==> src/rtl/wash_pkg.sv <==
// wash_pkg: shared opcodes, state encoding, actuator bits and instruction field positions
package wash_pkg;
  localparam logic [3:0] OP_NOP  = 4'd0;
  localparam logic [3:0] OP_OUT  = 4'd1;
  localparam logic [3:0] OP_WAIT = 4'd2;
  localparam logic [3:0] OP_JMP  = 4'd3;
  localparam logic [3:0] OP_LDC  = 4'd4;
  localparam logic [3:0] OP_DJNZ = 4'd5;
  localparam logic [3:0] OP_HALT = 4'd6;
  localparam int OP_LSB   = 28;
  localparam int ADDR_LSB = 20;
  localparam int IMM_W    = 20;
  localparam int ACT_VALVE  = 0;
  localparam int ACT_HEATER = 1;
  localparam int ACT_MOTOR  = 2;
  localparam int ACT_DRAIN  = 3;
  typedef enum logic [2:0] {S_IDLE, S_RUN, S_WAIT, S_PAUSE, S_DONE} state_t;
endpackage

==> src/rtl/wash_wait_timer.sv <==
// wash_wait_timer: W-bit tick down-counter; expire marks the tick that takes it from 1 to 0
module wash_wait_timer #(
  parameter int W = 20
) (
  input  logic         clk,
  input  logic         rst_n,
  input  logic         clr,
  input  logic         load,
  input  logic [W-1:0] val,
  input  logic         tick,
  input  logic         freeze,
  output logic [W-1:0] cnt,
  output logic         expire
);
  logic dec;
  assign dec = tick && !freeze && cnt != '0;
  assign expire = dec && cnt == W'(1);
  always_ff @(posedge clk or negedge rst_n)
    if (!rst_n) cnt <= '0;
    else if (clr) cnt <= '0;
    else if (load) cnt <= val;
    else if (dec) cnt <= cnt - W'(1);
endmodule

==> src/rtl/wash_sequencer.sv <==
// wash_sequencer: washer program sequencer (fetch/decode/FSM, timed waits, loops).
// Define WATCHDOG_EN to add the runaway-program instruction watchdog.
module wash_sequencer
  import wash_pkg::*;
#(
  parameter logic [7:0]  START_PC = 8'h00,
  parameter int          WAIT_W   = 20,
  parameter logic [15:0] WDOG_MAX = 16'd4095
) (
  input  logic        clk,
  input  logic        rst_n,
  input  logic        start,
  input  logic        pause,
  input  logic        abort,
  input  logic        tick,
  output logic [7:0]  pc,
  input  logic [31:0] instr,
  output logic [3:0]  act,
  output logic        busy,
  output logic        done,
  output logic        err
);
  state_t st, ret;
  logic [3:0] op, act_r;
  logic [7:0] addr, loop_cnt, lc_dec, pc_inc, pc_nxt;
  logic [IMM_W-1:0] imm;
  logic [WAIT_W-1:0] wait_cnt;
  logic run, wait_go, expire, wdog_trip;
  assign op = instr[OP_LSB +: 4];
  assign addr = instr[ADDR_LSB +: 8];
  assign imm = instr[IMM_W-1:0];
  assign pc_inc = pc + 8'd1;
  assign lc_dec = loop_cnt - 8'd1;
  assign run = st == S_RUN && !abort && !pause;
  assign wait_go = op == OP_WAIT && imm != '0;
  assign pc_nxt = (op == OP_JMP || (op == OP_DJNZ && lc_dec != 8'd0)) ? addr :
                  (op == OP_HALT || wait_go) ? pc : pc_inc;
  // act is held in act_r across a pause; the pin is forced low while paused for door safety
  assign act = st == S_PAUSE ? 4'd0 : act_r;
  assign busy = st == S_RUN || st == S_WAIT || st == S_PAUSE;
  assign done = st == S_DONE;
  wash_wait_timer #(.W(WAIT_W)) u_timer (
    .clk    (clk),
    .rst_n  (rst_n),
    .clr    (abort),
    .load   (run && wait_go),
    .val    (WAIT_W'(imm)),
    .tick   (tick),
    .freeze (st != S_WAIT || pause),
    .cnt    (wait_cnt),
    .expire (expire)
  );
`ifdef WATCHDOG_EN
  logic [15:0] wdog;
  always_ff @(posedge clk or negedge rst_n)
    if (!rst_n) wdog <= '0;
    else if (abort || ((st == S_IDLE || st == S_DONE) && start)) wdog <= '0;
    else if (run) wdog <= wdog + 16'd1;
  assign wdog_trip = run && wdog + 16'd1 == WDOG_MAX;
`else
  logic unused_wdog;
  assign unused_wdog = ^WDOG_MAX;
  assign wdog_trip = 1'b0;
`endif
  always_ff @(posedge clk or negedge rst_n)
    if (!rst_n) begin
      st <= S_IDLE;
      ret <= S_RUN;
      pc <= '0;
      act_r <= '0;
      err <= 1'b0;
      loop_cnt <= '0;
    end else if (abort) begin
      st <= S_IDLE;
      pc <= '0;
      act_r <= '0;
      loop_cnt <= '0;
    end else begin
      case (st)
        S_IDLE, S_DONE: if (start) begin
          pc <= START_PC;
          err <= 1'b0;
          st <= S_RUN;
        end
        S_RUN: if (pause) begin
          st <= S_PAUSE;
          ret <= S_RUN;
        end else begin
          pc <= pc_nxt;
          if (op == OP_OUT) act_r <= imm[3:0];
          if (op == OP_LDC) loop_cnt <= imm[7:0];
          if (op == OP_DJNZ) loop_cnt <= lc_dec;
          if (wait_go) st <= S_WAIT;
          if (op == OP_HALT) begin
            st <= S_DONE;
            act_r <= '0;
          end
          if (op > OP_HALT) err <= 1'b1;
          if (wdog_trip) begin
            st <= S_DONE;
            act_r <= '0;
            err <= 1'b1;
          end
        end
        S_WAIT: if (pause) begin
          st <= S_PAUSE;
          ret <= S_WAIT;
        end else if (expire) begin
          pc <= pc_inc;
          st <= S_RUN;
        end
        S_PAUSE: if (!pause) st <= ret;
        default: st <= S_IDLE;
      endcase
    end
endmodule

==> config.mk <==
export PLATFORM = sky130hd
export DESIGN_NAME = wash_sequencer
export DESIGN_NICKNAME = d
export VERILOG_FILES = /design/src/rtl/wash_pkg.sv /design/src/rtl/wash_wait_timer.sv /design/src/rtl/wash_sequencer.sv
export SDC_FILE = /design/constraint.sdc
export NUM_CORES = 1
export LEC_CHECK = 0
export CORE_MARGIN = 2
export CORE_UTILIZATION = 58
export CTS_BUF_LIST = sky130_fd_sc_hd__clkbuf_16
export CTS_CLUSTER_SIZE = 20
export DETAILED_ROUTE_END_ITERATION = 10
export GPL_ROUTABILITY_DRIVEN = 0
export PLACE_DENSITY = 0.86
export SLEW_MARGIN = 40
export SYNTH_ARGS = -nofsm -noshare
export SYNTH_HDL_FRONTEND = slang
export SYNTH_SLANG_ARGS = --single-unit
export TNS_END_PERCENT = 10
==> constraint.sdc <==
create_clock -name clk -period 7.71 [get_ports clk]
set_clock_uncertainty 0.2 [all_clocks]
set_input_delay 1.542 -clock clk [delete_from_list [all_inputs] [get_ports clk]]
set_output_delay 1.542 -clock clk [all_outputs]
set_load 0.01 [all_outputs]
# == Yosys cells after proc, flatten, opt, wreduce, memory -nomap -nowiden ==
# Cells that the tools add are included.
# totals
regBits,47
input_bits,38
output_inout_bits,15
# classes
add_sub_neg,3
magnitude_cmp,1
n_eq_ne,26
n_mux,38
n_bitwise,1
reduce_logical,34
# op_table
operator,count
8-bit two-way mux,12
20-bit two-way mux,3
20-bit nonzero test,2
3-bit two-way mux,10
4-bit two-way mux,6
8-bit case mux with 3 select lines,1
"20-bit by 1-bit equality test with 1-bit output, second input constant",1
"20-bit by 1-bit subtractor with 20-bit output, second input constant",1
"3-bit != test, second input constant",5
"4-bit by 3-bit equality test with 1-bit output, second input constant",3
3-bit case mux with 4 select lines,1
3-bit nonzero test,3
"8-bit by 1-bit adder with 8-bit output, second input constant",1
"4-bit by 2-bit equality test with 1-bit output, second input constant",2
1-bit logical AND,8
"2-bit != test, second input constant",4
"4-bit != test, second input constant",2
4-bit AND reduction,2
8-bit nonzero test,1
"8-bit by 1-bit subtractor with 8-bit output, second input constant",1
"3-bit by 2-bit equality test with 1-bit output, second input constant",2
3-bit case mux with 2 select lines,1
3-bit AND reduction,2
6-bit AND reduction,1
other kinds (17),28

# == Depth between registers and ports, before layout ==
# logic_depth
depth_word,10
mapped_depth,10
ltp_nobuf,9

# == Modules after synthesis ==
# Synthesis repeated with hierarchy kept, for this count alone.
# unflattened
hier_cells,392
hier_area_um2,3352.0
# by_module_without_submodules
mod,n_inst,cells_per_inst,area_per_inst_um2,seq_area_each_um2
wash_sequencer,1,232,1923.1,651.9
wash_wait_timer,1,160,1428.9,500.5

# == Worst setup path after synthesis ==
# OpenSTA, ideal clock, no wires.
# synth_path
path_kind,input -> register
start,input port instr[29]
end,register u_timer.cnt[12]
arrival_ns,3.327
t_required_ns,7.416
setup_slack_ns,4.089
path_stages,6
n_path_buf,3
path_cell_list,clkbuf_1 -> or3b_2 -> or4_1 -> clkbuf_1 -> buf_1 -> a211oi_1
# synth_via
elab_chain_len,5
elab_cells_between_ends,6
classes_between,1 x eq/ne; 2 x mux; 3 x reduce/logical
# synth_lines
item,line,rtl
start: declaration,wash_sequencer.sv:17,"input logic [31:0] instr,"
4-bit by 2-bit equality test with 1-bit output *,wash_sequencer.sv:35,assign wait_go = op == OP_WAIT && imm != '0;
1-bit logical AND *,wash_sequencer.sv:35,
1-bit logical AND *,wash_sequencer.sv:46,".load (run && wait_go),"
20-bit two-way mux,wash_wait_timer.sv:21,else if (load) cnt <= val;
20-bit two-way mux,wash_wait_timer.sv:20,else if (clr) cnt <= '0;
end signal: assignment,wash_wait_timer.sv:21,
end signal: assignment,wash_wait_timer.sv:22,else if (dec) cnt <= cnt - W'(1);
end: declaration,wash_wait_timer.sv:12,"output logic [W-1:0] cnt,"
# Every way passes the cells marked *; elsewhere a longest branch is shown, timed or not.
# A chain may end at the register's enable or synchronous reset.

# == Worst setup path after layout ==
# layout_path
start,input port pause
end,register u_timer.cnt[7]
# layout_via
elab_chain_len,5
elab_cells_between_ends,10
classes_between,2 x mux; 8 x reduce/logical
# layout_lines
item,line,rtl
start: declaration,wash_sequencer.sv:13,"input logic pause,"
1-bit zero test / 1-bit logical OR (equally long branches),n/a,
1-bit logical AND / 1-bit zero test (equally long branches),"wash_sequencer.sv:34, wash_wait_timer.sv:16",
"1-bit logical AND, on equally long branches","wash_sequencer.sv:46, wash_wait_timer.sv:16",
20-bit two-way mux / 1-bit logical AND (equally long branches),"wash_wait_timer.sv:21, wash_wait_timer.sv:16",
20-bit two-way mux / 3-bit nonzero test (equally long branches),n/a,
# Several ways; a longest one is shown, not always the timed one.

==> summary by stage <==
Floorplan
The effective utilization at floorplan is 0.608. The number of cell rows is 26. The overall die height is between 70 and 80 um.

The floorplan step defined a die boundary enclosing 0.00599 mm2. The number of top-level design ports is between 50 and 60. The chip width is just under 80 um. The region available for standard cell placement spans between 0.005 and 0.006 mm2.

Critical path
At the worst endpoint, the required time is roughly 7700 ps. The startpoint-to-endpoint class of the critical path is in -> reg. STA classifies the critical path startpoint as a primary input. In this run the worst path has a maximum fanout of 13. The slowest stage of the critical path belongs to the cell sky130_fd_sc_hd__clkdlybuf4s50_1. The delay of the slowest cell on the worst path is 620 ps. The endpoint type of the worst setup path is a flip-flop. Walking the worst path, the cells encountered are clkdlybuf4s50_1 -> or3b_1 -> a41oi_4 -> nand3_1 -> or4_1 -> a21oi_1 -> nor3_1.

The arrival time at the worst endpoint is 4180 ps.

Clocking
Buffers inserted during clock tree synthesis total 5. After clock tree synthesis, the repair step resized 0 gates. The number of buffers added for setup after CTS is 0. The maximum buffer depth of the clock tree is 2. The library cell used as clock root buffer is sky130_fd_sc_hd__clkbuf_16.

The CTS H-tree depth is 2. The count of hold-fix buffers inserted at cts is 0. The clock transition time at the flip-flop clock pins of the worst setup and hold paths is about 70 ps. The sink count of the clock tree is between 40 and 50.

The CTS tree is built. The worst-skew pair later-pin latency is between 200 and 300 ps.

Placement
The half-perimeter wire length after placement is between 5000 and 6000 um. The count of buffers added on input and output ports is 52. At the placement stage, the worst setup path has a slack of 3210 ps.

Synth
The sequential area share after synthesis is 0.369. After technology mapping, the gate count stands at 378. Of the post-synthesis cell area, the dominant cell type holds 0.360. The number of nets handed over by synthesis was 422. The number of enable flip-flop cells after synthesis is 0.

Ranked by total cell area, the synthesized netlist is headed by sky130_fd_sc_hd__dfrtp_1 36%, sky130_fd_sc_hd__nor2_1 5.6%, sky130_fd_sc_hd__a21oi_1 4.0%, sky130_fd_sc_hd__o21ai_0 4.0%, sky130_fd_sc_hd__nand2_1 3.5%. The post-synth design cell area is about 0.0031 mm2. The cell type with the largest total area after synthesis is sky130_fd_sc_hd__dfrtp_1.

The average instance in the mapped netlist occupies slightly above 8 um2. The number of distinct library cell variants in the gate-level netlist after synthesis is between 50 and 60. During synthesis, Yosys emitted a total of 0 warnings. In the synthesized netlist the async set-or-reset flop fraction comes to 1.00. For this run, the leading register cell type out of synthesis is sky130_fd_sc_hd__dfrtp_1. Synthesis inferred 46 register bits.

Timing
After layout, the minimum clock period comes to 4220 ps. Dividing the final minimum period by the clock period gives 0.548. The sum of negative setup slack is 0 ps. The final hold slack is 286 ps. The count of final hold-check violations is 0. The achievable frequency is 0.237 GHz. Setup repair after global routing left no endpoint under its margin. The worst slew slack as a fraction of its limit is 0.544. The setup violation total in the final timing report is 0. The final max-slew violation count came to 0. Setup slack closes at 3490 ps. The transition time at the pin with the least slew margin is 674 ps.

Global route
Summed over all layers, the global routing overflow is 0. The initial antenna violation count is 0. The via count of the first global-routing pass came to approximately 3.0k.

Entering global routing, the biggest net connects 47 pins. The first global-routing pass estimated 14400 um of wire. Across every metal layer, demand over resource in global routing totals 0.294.

Route
The number of DRC markers in iteration 0 is about 260. Using the TritonRoute via totals, the vias-per-cell ratio works out to 6.36. After detailed routing, the average wire length per cell comes to approximately 17 um. For this block, the via count after detailed routing is about 3.1k. The number of antenna-violating nets in the routed design is 0. The number of optimization iterations in the first detailed-route pass is 6. After detailed routing, the number of remaining DRC violations is 0. The final wirelength is 8530 um.

Cells and area
The area growth from synthesis to final layout is 22.5%. The top cell types in the final layout, fill and taps aside, are 51 x sky130_fd_sc_hd__clkdlybuf4s50_1, 47 x sky130_fd_sc_hd__nor2_1, 45 x sky130_fd_sc_hd__dfrtp_1. The number of nets in the layout is roughly 460. Leaving out fill and tap cells, the most frequent cell in the layout is sky130_fd_sc_hd__clkdlybuf4s50_1.

The number of antenna diodes in the final layout is 0. In the final layout, the share of cells above drive strength 1 is 0.0622.

Pwr
For this design the static power due to leakage is approximately 0.0015 uW. The maximum vdd ir drop is between 0.0001 and 0.00015 V. Summing internal, switching and leakage power gives roughly 640 uW. The power per cell area is 168 mW/mm2.

Run
The reported max-cap violation count is 0.

Hold path
The worst min-delay path category is reg -> reg.

Run status
The flow ran to the end, and the final reports show no timing, DRC or antenna violations.
final cells by class:
type / instances / area [um2]
fillers: 406 / 1310
inverters: 14 / 52.6
multi-input cells: 297 / 1840
repair buffers: 53 / 526
well taps: 70 / 87.6
clock buffers: 5 / 125
clock inverters: 3 / 41.3
flip-flops and latches: 46 / 1150
state kept, by name, indices dropped and copies added, names as in the netlist:
name and flops:
u_timer.cnt 20, pc 8, err 1, loop_cnt 8
ret 2, act_r 4, st 3
synth_stat cells, types with 10 or more instances:
master	n
sky130_fd_sc_hd__o21ai_0	25
sky130_fd_sc_hd__nor2_1	47
sky130_fd_sc_hd__or4_1	10
sky130_fd_sc_hd__inv_1	14
sky130_fd_sc_hd__clkbuf_1	15
sky130_fd_sc_hd__nor3_1	13
sky130_fd_sc_hd__a21oi_1	25
sky130_fd_sc_hd__a211oi_1	14
sky130_fd_sc_hd__nand3_1	10
sky130_fd_sc_hd__xnor2_1	12
sky130_fd_sc_hd__nand2_1	29
sky130_fd_sc_hd__dfrtp_1	45
kinds of logic after synthesis:
family | Yosys count | share of synthesized area
AO/OA/AOI/OAI | 104 | 0.218
XOR/XNOR | 16 | 0.0449
adder cells (fa/ha/maj) | 6 | 0.0240
buffers and inverters | 35 | 0.0437
flip-flops | 46 | 0.369
multiplexers | 5 | 0.0168
AND/OR/NAND/NOR | 166 | 0.284
stage by stage:
| stage | utilization | area [um2] | instances |
|---|---|---|---|
| after floorplan | - | 3120 | 378 |
| after global placement | 0.710 | 3650 | 480 |
| after detailed placement | 0.712 | 3660 | 480 |
| after CTS | 0.744 | 3830 | 488 |
| after global routing | 0.744 | 3830 | 488 |
| final | 0.744 | 3830 | 488 |
critical path, delay by kind of cell:
family / cells / cell delay, ps
compound gates: 2 / 480
simple gates: 4 / 1530
buf+inv: 1 / 620
power by group:
part           internal, uW  switching, uW  total [uW]
Combinational          60.3           68.5         129
Clock                   152           94.9         247
Sequential              253           15.0         268
path summary, 6_finish.rpt:
check                                 endpoint  startpoint  depth (start not counted)  slack, ps
worst max-delay path            u_timer.cnt[7]       pause                          7       3490
worst min-delay path                  act_r[2]    act_r[2]                          2        290
worst max register to register  u_timer.cnt[7]       st[1]                          7       4390
worst min register to register        act_r[2]    act_r[2]                          2        290
max in group asynchronous             act_r[0]       rst_n                          1       5840
min in group asynchronous                pc[6]       rst_n                          1       1060
routing by layer:
layer | GRT usage | wire [um] | up-vias
met3 | 0.0407 | 492 | 18
met2 | 0.492 | 4110 | 132
met5 | 0 | 0 | -
li1 | - | - | 1464
met4 | 0.0946 | 178 | 0
met1 | 0.396 | 3750 | 1491
Note: power is estimated with default switching activity, not from simulation.
